## src/rtl/imem_loader.sv

```systemverilog
// imem_loader -- boot-stream loader for the core's instruction memory.
//
// Accepts a byte stream from the host: a 16-bit word count N (LSB first),
// then N little-endian 32-bit words. Each word is written to the instruction
// memory at consecutive word addresses starting at 0. The core is held in
// reset until a complete image has been loaded.
//
// Optional feature: define LOADER_CHECKSUM_EN to expect one trailing
// checksum byte (XOR of all data bytes) after the data words. A mismatch
// ends in the error state instead of releasing the core.
//
// Ports:
//   clk        in   single clock, rising edge
//   rst_n      in   asynchronous active-low reset
//   in_valid   in   in_data holds a valid host byte
//   in_data    in   host boot-stream byte
//   in_ready   out  loader accepts a byte (transfer = in_valid & in_ready)
//   reload     in   one-cycle pulse, honoured only in DONE or ERR
//   imem_we    out  instruction-memory write strobe, one cycle per word
//   imem_addr  out  word address of the write
//   imem_wdata out  instruction word to write
//   cpu_rst    out  active-high core reset, low only in DONE
//   busy       out  loading in progress
//   done       out  image loaded
//   error      out  stream rejected
module imem_loader #(
  parameter int ADDR_WIDTH = 10
) (
  input  logic                  clk,
  input  logic                  rst_n,
  input  logic                  in_valid,
  input  logic [7:0]            in_data,
  output logic                  in_ready,
  input  logic                  reload,
  output logic                  imem_we,
  output logic [ADDR_WIDTH-1:0] imem_addr,
  output logic [31:0]           imem_wdata,
  output logic                  cpu_rst,
  output logic                  busy,
  output logic                  done,
  output logic                  error
);

  typedef enum logic [2:0] {
    S_HDR_LO,
    S_HDR_HI,
    S_DATA,
`ifdef LOADER_CHECKSUM_EN
    S_CHECK,
`endif
    S_DONE,
    S_ERR
  } state_t;

  // State entered once the last data word (or an empty image) is accepted.
`ifdef LOADER_CHECKSUM_EN
  localparam state_t S_END = S_CHECK;
`else
  localparam state_t S_END = S_DONE;
`endif

  // Largest legal word count: the full memory, 2^ADDR_WIDTH words.
  localparam logic [16:0]         MAX_WORDS = 17'(1) << ADDR_WIDTH;
  localparam logic [ADDR_WIDTH:0] IDX_ONE   = {{ADDR_WIDTH{1'b0}}, 1'b1};

  state_t                state_q, state_d;
  logic [7:0]            n_lo_q;
  logic [ADDR_WIDTH:0]   n_q;      // word count, fits because N <= 2^ADDR_WIDTH
  logic [ADDR_WIDTH:0]   widx_q;   // one extra bit so a full image does not wrap
  logic [1:0]            bcnt_q;
  logic [23:0]           wbuf_q;   // first three bytes of the word in progress
`ifdef LOADER_CHECKSUM_EN
  logic [7:0]            csum_q;
`endif
  logic                  imem_we_q;
  logic [ADDR_WIDTH-1:0] imem_addr_q;
  logic [31:0]           imem_wdata_q;
  logic                  cpu_rst_q, busy_q, in_ready_q, done_q, error_q;

  logic                  accept;
  logic [15:0]           n_full;
  logic [ADDR_WIDTH:0]   widx_inc;
  logic                  last_word;

  assign accept    = in_valid & in_ready_q;
  assign n_full    = {in_data, n_lo_q};
  assign widx_inc  = widx_q + IDX_ONE;
  assign last_word = (widx_inc == n_q);

  always_comb begin
    state_d = state_q;
    case (state_q)
      S_HDR_LO: if (accept) state_d = S_HDR_HI;
      S_HDR_HI: begin
        if (accept) begin
          if ({1'b0, n_full} > MAX_WORDS) state_d = S_ERR;
          else if (n_full == 16'd0)       state_d = S_END;
          else                            state_d = S_DATA;
        end
      end
      S_DATA: if (accept && bcnt_q == 2'd3 && last_word) state_d = S_END;
`ifdef LOADER_CHECKSUM_EN
      S_CHECK: if (accept) state_d = (in_data == csum_q) ? S_DONE : S_ERR;
`endif
      S_DONE, S_ERR: if (reload) state_d = S_HDR_LO;
      default: state_d = S_HDR_LO;
    endcase
  end

  always_ff @(posedge clk or negedge rst_n) begin
    if (!rst_n) begin
      state_q      <= S_HDR_LO;
      n_lo_q       <= '0;
      n_q          <= '0;
      widx_q       <= '0;
      bcnt_q       <= '0;
      wbuf_q       <= '0;
`ifdef LOADER_CHECKSUM_EN
      csum_q       <= '0;
`endif
      imem_we_q    <= 1'b0;
      imem_addr_q  <= '0;
      imem_wdata_q <= '0;
      cpu_rst_q    <= 1'b1;
      busy_q       <= 1'b1;
      in_ready_q   <= 1'b1;
      done_q       <= 1'b0;
      error_q      <= 1'b0;
    end else begin
      state_q   <= state_d;
      imem_we_q <= 1'b0;

      // Status outputs are registered from the next state so they change
      // on the same edge as the state itself.
      cpu_rst_q  <= (state_d != S_DONE);
      busy_q     <= (state_d != S_DONE) && (state_d != S_ERR);
      in_ready_q <= (state_d != S_DONE) && (state_d != S_ERR);
      done_q     <= (state_d == S_DONE);
      error_q    <= (state_d == S_ERR);

      case (state_q)
        S_HDR_LO: if (accept) n_lo_q <= in_data;
        S_HDR_HI: if (accept) n_q <= n_full[ADDR_WIDTH:0];
        S_DATA: begin
          if (accept) begin
            bcnt_q <= bcnt_q + 2'd1;
`ifdef LOADER_CHECKSUM_EN
            csum_q <= csum_q ^ in_data;
`endif
            case (bcnt_q)
              2'd0: wbuf_q[7:0]   <= in_data;
              2'd1: wbuf_q[15:8]  <= in_data;
              2'd2: wbuf_q[23:16] <= in_data;
              default: begin
                imem_we_q    <= 1'b1;
                imem_addr_q  <= widx_q[ADDR_WIDTH-1:0];
                imem_wdata_q <= {in_data, wbuf_q};
                widx_q       <= widx_inc;
              end
            endcase
          end
        end
        S_DONE, S_ERR: begin
          if (reload) begin
            widx_q <= '0;
            bcnt_q <= '0;
`ifdef LOADER_CHECKSUM_EN
            csum_q <= '0;
`endif
          end
        end
        default: ;
      endcase
    end
  end

  assign imem_we    = imem_we_q;
  assign imem_addr  = imem_addr_q;
  assign imem_wdata = imem_wdata_q;
  assign cpu_rst    = cpu_rst_q;
  assign busy       = busy_q;
  assign in_ready   = in_ready_q;
  assign done       = done_q;
  assign error      = error_q;

endmodule

```

## config.mk

```make
export PLATFORM = sky130hd
export DESIGN_NAME = imem_loader
export DESIGN_NICKNAME = d
export VERILOG_FILES = /design/src/rtl/imem_loader.sv
export SDC_FILE = /design/constraint.sdc
export NUM_CORES = 1
export LEC_CHECK = 0
export BUFFER_PORTS_ARGS = -buffer_cell sky130_fd_sc_hd__buf_4
export CELL_PAD_IN_SITES_DETAIL_PLACEMENT = 1
export CELL_PAD_IN_SITES_GLOBAL_PLACEMENT = 2
export CORE_UTILIZATION = 40
export DETAILED_ROUTE_END_ITERATION = 10
export PLACE_DENSITY_LB_ADDON = 0.1
export SKIP_LAST_GASP = 1
export SYNTH_ARGS = -nofsm -noshare
export SYNTH_HDL_FRONTEND = slang
export SYNTH_SLANG_ARGS = --single-unit
```

## constraint.sdc

```tcl
create_clock -name clk -period 4.4 [get_ports clk]
set_clock_uncertainty 0.2 [all_clocks]
set_input_delay 0.88 -clock clk [delete_from_list [all_inputs] [get_ports clk]]
set_output_delay 0.88 -clock clk [all_outputs]
set_load 0.02 [all_outputs]
```

# [After elaboration in Yosys (flattened, before gate mapping)]
# Cells that the tools add are included.
[classes] addsub=2 n_lt_le_gt_ge=1 n_eq_ne=15 mux=17 n_bitwise=2 n_reduce_logical=17
[ops] op="$mux 11" n=3
[ops] op="$pmux 11 s2" n=1
[ops] op="$gt 16x11->1 const B" n=1
[ops] op="$logic_not 16->1" n=1
[ops] op="$mux 3" n=5
[ops] op="$reduce_and 3->1" n=5
[ops] op="$pmux 3 s4" n=1
[ops] op="$add 11x1->11 const B" n=1
[ops] op="$eq 11x11->1" n=1
[ops] op="$eq 3x2->1 const B" n=3
[ops] op="$eq 3x3->1 const B" n=2
[ops] op="$ne 2x2->1 const B" n=3
[ops] op="$eq 2x2->1 const B" n=2
[ops] op="$mux 1" n=4
[ops] op="$mux 2" n=2
[ops] op="$pmux 2 s2" n=1
[ops] op="$reduce_and 2->1" n=2
[ops] op="$reduce_and 4->1" n=1
[ops] op="$eq 3x1->1 const B" n=1
[ops] op="$logic_and 1x1->1" n=3
[ops] op="$logic_not 3->1" n=1
[ops] op="$ne 3x2->1 const B" n=1
[ops] op="$ne 3x3->1 const B" n=1
[ops] op="$reduce_or 3->1" n=1
[ops] op="other kinds (7)" n=7
[totals] reg_bits=106 in_bits=12 out_inout_bits=48 wordCells=69

# [Longest topological paths before layout]
# Gate-level depths: netlist of the first run.
[depth] depth_word=7 ltp_mapped=9 ltp_nobuf=7

# [Least setup slack after synthesis of the first run]
# No wires, ideal clock.
[synth_path] path_kind="in2reg" start="input port in_data[7]" end="register in_ready_q, in the netlist in_ready" setup_time_ns=0.105 arrival_time_ns=2.073 t_required_ns=4.095 setup_slack_ns=2.022 path_stages=6 cell_sequence="or4_1 nor2_1 nand4_1 o31a_1 o21bai_1 a31oi_1"
[synth_between] elab_chain_cells=7 elab_cells_between_ends=9
[synth_lines] element="start: declaration" line_no="32" source="input logic [7:0] in_data,"
[synth_lines] element="branches (longest 2 deep; another with $gt 16x11->1)"
[synth_lines] element="$mux 3 (*)" line_no="96" source="if ({1'b0, n_full} > MAX_WORDS) state_d = S_ERR;"
[synth_lines] element="$mux 3 (*)" line_no="95" source="if (accept) begin"
[synth_lines] element="$pmux 3 s4 (*)" line_no="92" source="case (state_q)"
[synth_lines] element="$ne 3x2->1 or $ne 3x3->1 (tied branches)" line_no="137" source="in_ready_q <= (state_d != S_DONE) && (state_d != S_ERR);"
[synth_lines] element="$logic_and 1x1->1 (*)" line_no="137"
[synth_lines] element="end signal: assignment" line_no="137"
[synth_lines] element="end: declaration" line_no="78" source="logic cpu_rst_q, busy_q, in_ready_q, done_q, error_q;"
# Mark *: on every way between the ends.
# A chain may end at the register's enable or synchronous reset.

# [Worst setup path in the final report of the first run]
[layout_path] start="register widx_q[0]" end="register done_q, in the netlist done"
[layout_between] elab_chain_cells=6
[layout_lines] element="start: declaration" line_no="69" source="logic [ADDR_WIDTH:0] widx_q;"
[layout_lines] element="start signal: assignment" line_no="158" source="widx_q <= widx_inc;"
[layout_lines] element="$add 11x1->11" line_no="87" source="assign widx_inc = widx_q + IDX_ONE;"
[layout_lines] element="$eq 11x11->1" line_no="88" source="assign last_word = (widx_inc == n_q);"
[layout_lines] element="$logic_and 1x1->1" line_no="101" source="S_DATA: if (accept && bcnt_q == 2'd3 && last_word) state_d = S_END;"
[layout_lines] element="$mux 3" line_no="101"
[layout_lines] element="$pmux 3 s4" line_no="92"
[layout_lines] element="$eq 3x2->1" line_no="138" source="done_q <= (state_d == S_DONE);"
[layout_lines] element="end signal: assignment" line_no="138"
[layout_lines] element="end: declaration" line_no="78"
# Every way passes these cells.

==> impl_metrics.csv, run 1 <==
group,metric,value,unit
clock_tree,clkTransAtPathRegs,0.07,ns
timing,tightest_slew,1.09,ns
cells_and_area,area_growth,18.6,%
clock_tree,cts-htree-levels,3,
clock_tree,cts_root_buf,"clkbuf_16",
route,dr_wl_met2,5380,um
cells_and_area,n_antenna_cell,0,
clock_tree,worstSkewPairLatency,0.35,ns
timing,whs,0.265,ns
grt,antenna_found_initial,0,
yosys,avgSynthCellArea,10.4,um2
placement,dp_hpwl,7590,um
yosys,async_reset_ff_share,100,%
clock_tree,clockBufferDepth,2,
clock_tree,clock-sinks,106,
grt,grt_pass1_wl,19000,um
clock_tree,post_cts_resize_count,0,
cells_and_area,nFillCells,1286,
timing,setup_violations,0,
yosys,ys_types,50,
placement,io_buffers,59,
worst_setup_path,critPathMostFrequentCell,"a21oi_1",
timing,rsz0062_at_grt,"no",
route,routed.top_layer,"met4",
route,drc,0,
worst_setup_path,crit_cells,6,
route,routed_wl,11200,um
die,die_y,111,um
worst_setup_path,path_max_fanout,8,
worst_setup_path,crit_chain,"ha_1 -> nand3_1 -> a21oi_1 -> o311ai_0 -> o2111ai_2 -> a21oi_1",
grt,grt_use_total,19.9,%
route,drt-met1-wl,5310,um
power_and_ir_drop,vdd_drop_max,284,uV
yosys,synth_seq_cells,106,
timing,fin_crit_sh,60.2,%
worst_setup_path,path_delay_family,"compound AO/OA/AOI/OAI gates",
yosys,synthFlopType,"dfrtp_1",
clock_tree,post_cts_buffers,0,
timing,min_period,2.65,ns
cells_and_area,nets,522,
timing,timing.final.max_slew_violations,0,
yosys,syn_area,0.00471,mm2
yosys,yosys.area.top_type,"dfrtp_1",
yosys,yosysWarnings,0,
worst_setup_path,endpoint_kind,"register",
die,die_width,111,um
worst_setup_path,cp_slowest_cell,"o311ai_0",
clock_tree,ctsHoldBuffers,0,
route,met3_length,362,um
timing,hold_viol,0,
worst_setup_path,worstPathArrival,2.72,ns
outcome,outcome,"complete, no violations",
die,ios,60,
route,ant_nets,0,
worst_setup_path,path_buf_inv,0,
timing,fmax,377,MHz
power_and_ir_drop,leakagePower,2.83,nW
grt,grt_pass1_vias,3582,
power_and_ir_drop,power_density,474,mW/mm2
yosys,synth_edf_count,0,
route,drtIter0Drc,132,
job,drv_cap,0,
route,dr.pass1.iters,4,
timing,setup_tns,0,ns
grt,grt_max_degree,77,
clock_tree,cts_made_buffers,9,
cells_and_area,drive_gt1_share,25.9,%
worst_setup_path,slowest_delay,0.70,ns
grt,overflow,0,
die,fp.coreArea,0.0115,mm2
route,wl_per_cell,17.2,um
clock_tree,cts_tree,"done",
yosys,synthTopCellsByCount,"148 x nand2_1, 104 x dfrtp_1, 43 x mux2_2",
placement,place_congestion,0.746,
yosys,synth.most_common_cell,"nand2_1",
worst_setup_path,setup.worst_path.class,"register to register",
yosys,synthCells,455,
route,vias,3414,
die,num_rows,39,
hold_path,holdPathStages,2,
yosys,synth_nets,473,
worst_setup_path,start_kind,"register",
hold_path,hp-class,"register to register",
yosys,yosysTopAreaCellShare,55.2,%
die,initial_core_util,41.1,%
timing,slew_headroom,26.9,%
die,fp.dieArea,0.0122,mm2
route,viasPerCell,5.24,
worst_setup_path,required,4.47,ns
worst_setup_path,rr_worst_depth,6,
yosys,seq_area_frac_synth,56.3,%
yosys,netlist_top_cells_area,"dfrtp_1 55%, nand2_1 12%, mux2_2 10%",
==> worst paths after layout <==
check                                             from                    endpoint  slack, ns
worst max-delay path             widx_q[0]$_DFFE_PN0P_              done$_DFF_PN0_       1.75
worst min register to register  wbuf_q[13]$_DFFE_PN0P_  imem_wdata[13]$_DFFE_PN0P_       0.27
worst min-delay path            wbuf_q[13]$_DFFE_PN0P_  imem_wdata[13]$_DFFE_PN0P_       0.27
max in group asynchronous                        rst_n           cpu_rst$_DFF_PN1_       2.69
worst max register to register   widx_q[0]$_DFFE_PN0P_              done$_DFF_PN0_       1.75
min in group asynchronous                        rst_n    imem_addr[7]$_DFFE_PN0P_       0.46
==> final cells by class <==
type                       instances  area, um2  area share, %
timing repair buffer              62        465           8.33
clock buffer                       9        225           4.03
inverter                           5       18.8          0.336
sequential                       106       2660           47.5
tap                              143        179           3.20
multi-input combinational        320       1920           34.4
clock inverter                     7        124           2.22
==> registers in the layout, summed over array words and instances (netlist names) <==
name	cells
n_lo_q	8
imem_wdata	32
imem_addr	10
wbuf_q	24
state_q	3
error	1
done	1
bcnt_q	2
n_q	11
cpu_rst	1
widx_q	11
in_ready	1
imem_we	1
==> where the power goes <==
part           switching [mW]  internal [mW]
logic                   0.243          0.238
clock network           0.374          0.561
registers               0.126           1.11
==> worst reg2reg max path, stage by stage, from the launching register on <==
cell and delay [ns]:
dfrtp_1 0.50, ha_1 0.34, nand3_1 0.23, a21oi_1 0.11, o311ai_0 0.70, o2111ai_2 0.26, a21oi_1 0.23
==> logic make-up after synthesis <==
logic type	Yosys count	share of synthesized area (%)
and+or+nand+nor	205	19.3
DFF	106	56.3
AOI/OAI and AO/OA	53	7.11
muxes	43	10.3
buffers and inverters	29	2.95
xor gates and xnor gates	13	2.42
adders and majority gates	6	1.59
==> layer usage <==
metal	up-vias	track usage, %
met1	1739	26.6
met4	0	6.31
li1	1611	-
met5	-	0
met3	9	3.73
met2	55	32.6
==> cells in the final DEF, fill, tap and decap left out, types with 3 or more instances in the layout <==
cell       instances
a21o_1             3
a21oi_1           12
a31oi_1            4
and2_1             4
and3_1             3
buf_4             62
bufinv_16          3
clkbuf_16          9
dfrtp_1          104
ha_1               6
inv_1              4
mux2_2            43
nand2_1          147
nand3_1            8
nor2_1            17
nor3_1             3
o21ai_0           15
o21ai_1            3
o31ai_1            3
xnor2_1            9
xor2_1             4
==> metrics by stage <==
stage               std cells  power [mW]  setup WS, ns  instance area (um2)  util [%]
global placement          636        1.71          1.55                 5240      45.7
global route              652        2.78          1.57                 5590      48.7
floorplan                 455        1.58          2.02                 4710         -
finish                    652        2.65          1.75                 5590      48.7
CTS                       652        2.68          1.75                 5590      48.7
detailed placement        636        1.74          1.49                 5240      45.7
Power figures use the tool's default switching activity.
==> run 2: changes to the inputs <==
--- a/config.mk
+++ b/config.mk
@@ -8,7 +8,7 @@
 export BUFFER_PORTS_ARGS = -buffer_cell sky130_fd_sc_hd__buf_4
 export CELL_PAD_IN_SITES_DETAIL_PLACEMENT = 1
 export CELL_PAD_IN_SITES_GLOBAL_PLACEMENT = 2
-export CORE_UTILIZATION = 40
+export CORE_UTILIZATION = 37
 export DETAILED_ROUTE_END_ITERATION = 10
 export PLACE_DENSITY_LB_ADDON = 0.1
 export SKIP_LAST_GASP = 1
==> constraint.sdc (replaced) <==
create_clock -name clk -period 2.67 [get_ports clk]
set_clock_uncertainty 0.2 [all_clocks]
set_input_delay 0.534 -clock clk [delete_from_list [all_inputs] [get_ports clk]]
set_output_delay 0.534 -clock clk [all_outputs]
set_load 0.02 [all_outputs]
==> run 2 against run 1 <==
  * Critical path depth grew 1
  * Core utilization shrank 2.2 points
  * Clock power grew 42%
  * Global-route usage shrank 0.81 points
  * Total power grew 58%
  * Via count grew 1.5%
  * Count of clock-buffer cells in the layout is the same
  * Sequential power grew 64%
  * Combinational power grew 76%
  * Critical path type unchanged
  * Largest cell class unchanged
==> impl_metrics.csv, run 2 (synthesis results as in run 1) <==
group,metric,value,unit
outcome,outcome,"complete, no violations",
clock_tree,ctsHoldBuffers,1,
route,routed_wl,11500,um
route,wl_per_cell,16.7,um
timing,timing.final.max_slew_violations,0,
cells_and_area,n_antenna_cell,0,
clock_tree,cts-htree-levels,3,
worst_setup_path,path_buf_inv,0,
cells_and_area,largest_reg_flops,32,
timing,whs,0.242,ns
timing,slew_headroom,57.6,%
power_and_ir_drop,p_clk_share,31.6,%
die,die_width,115,um
worst_setup_path,critPathMostFrequentCell,"and3_1",
worst_setup_path,cp_slowest_cell,"dfrtp_1",
job,drv_cap,0,
route,dr.pass1.iters,6,
worst_setup_path,slowest_delay,0.47,ns
worst_setup_path,start_kind,"register",
die,initial_core_util,38.6,%
die,fp.dieArea,0.0132,mm2
worst_setup_path,setup.worst_path.class,"register to register",
die,num_rows,40,
cells_and_area,stdcell_count,689,
grt,overflow,0,
cells_and_area,mostFrequentLayoutCells,"147 x nand2_1, 104 x dfrtp_1, 71 x buf_4",
cells_and_area,drive_gt1_share,27.4,%
timing,min_period,2.38,ns
clock_tree,cts_root_buf,"clkbuf_16",
cells_and_area,area_growth,20.5,%
power_and_ir_drop,seqPwrFrac,48.1,%
cells_and_area,stdcell_area,0.00568,mm2
timing,hold_viol,0,
timing,setup_tns,0,ns
worst_setup_path,endpoint_kind,"register",
worst_setup_path,worstPathArrival,2.47,ns
route,ant_nets,0,
grt,grt_pass1_wl,19000,um
hold_path,hp-class,"input port to register",
cells_and_area,nFillCells,1385,
placement,io_buffers,59,
timing,rsz0062_at_grt,"no",
grt,grt_max_degree,56,
placement,dp_hpwl,7930,um
power_and_ir_drop,p_comb_share,20.2,%
worst_setup_path,path_delay_family,"simple AND/OR/NAND/NOR gates",
timing,fmax,419,MHz
clock_tree,post_cts_resize_count,0,
worst_setup_path,path_max_fanout,6,
cells_and_area,nets,534,
route,vias,3464,
power_and_ir_drop,sw_frac_of_total,30.4,%
route,drtIter0Drc,127,
die,fp.coreArea,0.0122,mm2
power_and_ir_drop,internal_power,2.92,mW
grt,antenna_found_initial,0,
power_and_ir_drop,vdd_drop_max,361,uV
cells_and_area,final_common_cell,"nand2_1",
timing,fin_ws,0.286,ns
route,drc,0,
clock_tree,cts_tree,"done",
grt,grt_use_total,19.0,%
clock_tree,clockBufferDepth,2,
route,viasPerCell,5.03,
cells_and_area,fin_util,46.5,%
placement,post_dp_cell_area,0.00538,mm2
die,ios,60,
clock_tree,clkTransAtPathRegs,0.07,ns
worst_setup_path,crit_chain,"ha_1 -> and3_1 -> and3_1 -> xnor2_1 -> nor4_2 -> o2111ai_2 -> a21o_1",
timing,setup_violations,0,
clock_tree,cts_made_buffers,9,
placement,pre_cts_ws,0.312,ns
power_and_ir_drop,leakagePower,2.88,nW
placement,place_congestion,0.762,
worst_setup_path,required,2.76,ns
timing,fin_crit_sh,89.3,%
power_and_ir_drop,power_switching,1.27,mW
timing,tightest_slew,0.635,ns
clock_tree,clock-sinks,106,
die,die_y,115,um
clock_tree,post_cts_buffers,0,
power_and_ir_drop,power_density,737,mW/mm2
power_and_ir_drop,p_total,4.19,mW
grt,grt_pass1_vias,3588,
placement,placedCellCount,672,
clock_tree,worstSkewPairLatency,0.36,ns
run 2: cell count changes in the layout (fill, tap and decap cells not counted):
cell	change
dlygate4sd3_1	+1
bufinv_16	-3
buf_12	+2
buf_4	+9
inv_8	+3
run 2: power groups by stage:
| stage | clock [mW] | sequential (mW) | combinational [mW] |
|---|---|---|---|
| detailed placement | 0 | 2.06 | 0.853 |
| global placement | 0 | 2.05 | 0.836 |
| floorplan | 0 | 1.99 | 0.614 |
| CTS | 1.36 | 2.02 | 0.858 |
| finish | 1.33 | 2.02 | 0.847 |
| global route | 1.41 | 2.05 | 0.936 |
run 2: worst paths after layout:
| path | from | endpoint | slack, ns | depth (start not counted) |
|---|---|---|---|---|
| max | widx_q[1]$_DFFE_PN0P_ | cpu_rst$_DFF_PN1_ | 0.29 | 7 |
| min | in_data[7] | imem_wdata[31]$_DFFE_PN0P_ | 0.24 | 3 |
| max reg2reg | widx_q[1]$_DFFE_PN0P_ | cpu_rst$_DFF_PN1_ | 0.29 | 7 |
| min reg2reg | wbuf_q[13]$_DFFE_PN0P_ | imem_wdata[13]$_DFFE_PN0P_ | 0.27 | 2 |
| max in group asynchronous | rst_n | widx_q[6]$_DFFE_PN0P_ | 1.14 | 3 |
| min in group asynchronous | rst_n | widx_q[3]$_DFFE_PN0P_ | 0.43 | 2 |
run 2: worst min-delay path: cells and delay by family:
kind | cells | cell delay, ns
buffers and inverters | 1 | 0.12
AND/OR/NAND/NOR | 2 | 0.10
run 2: final cells by class:
| cell class | instances | area, um2 | share of cell area, % |
|---|---|---|---|
| clock buffers | 9 | 225 | 3.96 |
| clock inverters | 7 | 67.6 | 1.19 |
| inverters | 5 | 18.8 | 0.330 |
| multi-input cells | 320 | 1920 | 33.8 |
| flip-flops and latches | 106 | 2660 | 46.7 |
| well taps | 168 | 210 | 3.70 |
| repair buffers | 74 | 583 | 10.3 |
run 2: routing by layer:
layer	vias up	global-route usage [%]	part of all wire, %
met5	-	0	0
met4	0	5.97	1.2
met3	11	3.11	2.5
met2	48	29.9	47
met1	1757	27.0	50
li1	1648	-	-
==> run 3: changes to the inputs <==
--- a/config.mk
+++ b/config.mk
@@ -5,10 +5,11 @@
 export SDC_FILE = /design/constraint.sdc
 export NUM_CORES = 1
 export LEC_CHECK = 0
+export ABC_AREA = 1
 export BUFFER_PORTS_ARGS = -buffer_cell sky130_fd_sc_hd__buf_4
 export CELL_PAD_IN_SITES_DETAIL_PLACEMENT = 1
 export CELL_PAD_IN_SITES_GLOBAL_PLACEMENT = 2
-export CORE_UTILIZATION = 37
+export CORE_UTILIZATION = 35
 export DETAILED_ROUTE_END_ITERATION = 10
 export PLACE_DENSITY_LB_ADDON = 0.1
 export SKIP_LAST_GASP = 1
==> run 3 against run 2 <==
  * Sequential cell count did not move
  * Synthesized cell count grew 13%
  * Critical endpoint is now widx_q[0]$_DFFE_PN0P_
  * Worst hold slack better by 0.029 ns
  * Non-clock buffer count is 3 lower
  * Core utilization fell by 3.0 points
  * Register-to-register slack improved by 0.18 ns
  * Wire length increased by 1.3%
==> impl_metrics.csv, run 3 <==
group,metric,value,unit
placement,post_dp_cell_area,0.00521,mm2
route,wl_per_cell,15.4,um
power_and_ir_drop,p_total,4.90,mW
clock_tree,cts_tree,"done",
yosys,ys_types,31,
worst_setup_path,worstPathArrival,2.22,ns
power_and_ir_drop,power_switching,1.70,mW
power_and_ir_drop,p_comb_share,25.6,%
yosys,seq_area_frac_synth,58.3,%
worst_setup_path,endpoint_kind,"register",
power_and_ir_drop,power_density,888,mW/mm2
timing,fin_ws,0.470,ns
yosys,synthFlopType,"dfrtp_1",
worst_setup_path,r2r_start,"state_q[0]$_DFF_PN0_",
timing,whs,0.271,ns
grt,grtUsageMet1,25.1,%
timing,fin_crit_sh,82.4,%
placement,pre_cts_ws,0.229,ns
outcome,outcome,"complete, no violations",
hold_path,holdCritStartpoint,"imem_wdata[18]$_DFFE_PN0P_",
worst_setup_path,rr_worst_depth,8,
yosys,netlist_top_cells_area,"dfrtp_1 57%, nand2_1 16%, o21ai_0 6.9%",
cells_and_area,final_common_cell,"nand2_1",
die,die_width,116,um
worst_setup_path,r2r_slack,0.47,ns
die,num_rows,41,
yosys,async_reset_ff_share,100,%
die,ios,60,
cells_and_area,mostFrequentLayoutCells,"189 x nand2_1, 104 x dfrtp_1, 69 x buf_4",
clock_tree,clockBufferDepth,2,
clock_tree,post_cts_buffers,0,
route,vias,3610,
worst_setup_path,cp_slowest_cell,"inv_2",
cells_and_area,stdcell_area,0.00552,mm2
grt,grt_use_total,19.0,%
route,viasPerCell,4.77,
clock_tree,clock-sinks,106,
timing,tightest_slew,1.09,ns
worst_setup_path,crit_path_start,"state_q[0]$_DFF_PN0_",
worst_setup_path,worstSetupEndpoint,"widx_q[0]$_DFFE_PN0P_",
die,initial_core_util,35.9,%
clock_tree,cts-htree-levels,3,
cells_and_area,area_growth,21.2,%
timing,timing.final.max_slew_violations,0,
worst_setup_path,slowest_delay,0.74,ns
worst_setup_path,path_max_fanout,65,
grt,grt_pass1_wl,19100,um
yosys,syn_area,0.00455,mm2
yosys,synth.most_common_cell,"nand2_1",
yosys,synthTopCellsByCount,"189 x nand2_1, 104 x dfrtp_1, 63 x o21ai_0",
timing,slew_headroom,27.5,%
worst_setup_path,start_kind,"register",
clock_tree,worstSkewPairLatency,0.35,ns
timing,setup_violations,0,
placement,io_buffers,59,
yosys,yosys.area.top_type,"dfrtp_1",
yosys,avgSynthCellArea,8.83,um2
cells_and_area,drive_gt1_share,18.5,%
power_and_ir_drop,vdd_drop_max,392,uV
grt,overflow,0,
cells_and_area,stdcell_count,757,
die,die_y,116,um
placement,place_congestion,0.793,
power_and_ir_drop,seqPwrFrac,46.7,%
grt,grt_pass1_vias,3700,
worst_setup_path,required,2.69,ns
timing,min_period,2.20,ns
yosys,yosysTopAreaCellShare,57.1,%
timing,setup_tns,0,ns
placement,dp_hpwl,8260,um
route,dr.pass1.iters,4,
job,drv_cap,0,
route,routed_wl,11700,um
worst_setup_path,crit_chain,"inv_1 -> nand3_2 -> nor2_4 -> inv_2 -> nor2_4 -> inv_2 -> nor2_1 -> o21bai_1",
timing,fmax,454,MHz
worst_setup_path,r2r-end,"widx_q[0]$_DFFE_PN0P_",
timing,rsz0062_at_grt,"no",
yosys,yosysWarnings,0,
clock_tree,clkTransAtPathRegs,0.07,ns
power_and_ir_drop,leakagePower,2.80,nW
yosys,synth_edf_count,0,
grt,met3_usage,4.71,%
clock_tree,cts_root_buf,"clkbuf_16",
power_and_ir_drop,internal_power,3.21,mW
placement,placedCellCount,740,
route,drtIter0Drc,149,
worst_setup_path,setup.worst_path.class,"register to register",
yosys,synth_seq_cells,106,
grt,use_met2,31.3,%
die,fp.coreArea,0.0127,mm2
clock_tree,cts_made_buffers,9,
yosys,synthCells,516,
cells_and_area,n_antenna_cell,0,
grt,grt-busiest-layer,"met2",
route,drc,0,
timing,hold_viol,0,
cells_and_area,largest_reg_flops,32,
cells_and_area,fin_util,43.6,%
grt,grt_max_degree,66,
power_and_ir_drop,p_clk_share,27.7,%
hold_path,hp-class,"register to register",
route,ant_nets,0,
yosys,synth_nets,534,
power_and_ir_drop,sw_frac_of_total,34.6,%
die,fp.dieArea,0.0135,mm2
cells_and_area,nets,598,
grt,antenna_found_initial,0,
[run 3: cell count changes after synthesis, moves of 8 or more]
cell     delta
inv_1      +38
nand3_1    +11
a21oi_1     -8
mux2_2     -43
xnor2_1     -9
nand2_1    +41
o21ai_0    +48
[run 3: how the worst min path moves through the flow]
stage	endpoint	slack (ns)	cells after the start
after floorplan	bcnt_q[0]$_DFFE_PN0P_	0.04	0
after global placement	imem_wdata[18]$_DFFE_PN0P_	0.26	2
after detailed placement	imem_wdata[16]$_DFFE_PN0P_	0.26	2
after CTS	imem_wdata[18]$_DFFE_PN0P_	0.28	2
after global routing	imem_wdata[12]$_DFFE_PN0P_	0.30	2
final	imem_wdata[18]$_DFFE_PN0P_	0.27	2
[run 3: metal layers]
| metal | part of all wire [%] | vias up | wire, um |
|---|---|---|---|
| met1 | 47 | 1791 | 5500 |
| met2 | 49 | 45 | 5730 |
| met3 | 2.7 | 11 | 317 |
| met5 | 0 | - | 0 |
| met4 | 1.2 | 0 | 144 |
| li1 | - | 1763 | - |
[run 3: area by class of cell]
cell class	count	area [um2]
tap	172	215
clock inverter	6	71.3
sequential	106	2660
clock buffer	10	229
fill	1536	7150
inverter	48	180
timing repair buffer	71	548
multi-input combinational	344	1620
[run 3: kinds of logic (layout without fill, tap and decap cells)]
logic type	count (synthesis)	in the layout	synth area share [%]
and+or+nand+nor	251	251	23.5
buffers and inverters	66	135	6.07
xor gates and xnor gates	2	2	0.714
AOI/OAI and AO/OA	85	85	9.75
adders and majority gates	6	6	1.65
DFF	106	106	58.3
[run 3: critical path: cells and delay by family (launching register included)]
kind | cells | cell delay, ns
AO/OA/AOI/OAI | 1 | 0.20
buffers and inverters | 3 | 0.90
flip-flops | 1 | 0.40
AND/OR/NAND/NOR | 4 | 0.36
[run 3: timing repair]
item | in CTS | in global routing
hold buffers | 1 | 0
gates resized for setup | 0 | 0
endpoints found under the hold margin | 2 | 0
[run 3: power by group through the flow]
stage / registers, mW / clock network (mW) / logic (mW)
6_report: 2.29 / 1.36 / 1.25
5_1_grt: 2.35 / 1.46 / 1.46
4_1_cts: 2.30 / 1.41 / 1.29
3_5_place_dp: 2.32 / 0 / 1.28
3_3_place_gp: 2.31 / 0 / 1.23
2_1_floorplan: 2.30 / 0 / 0.836
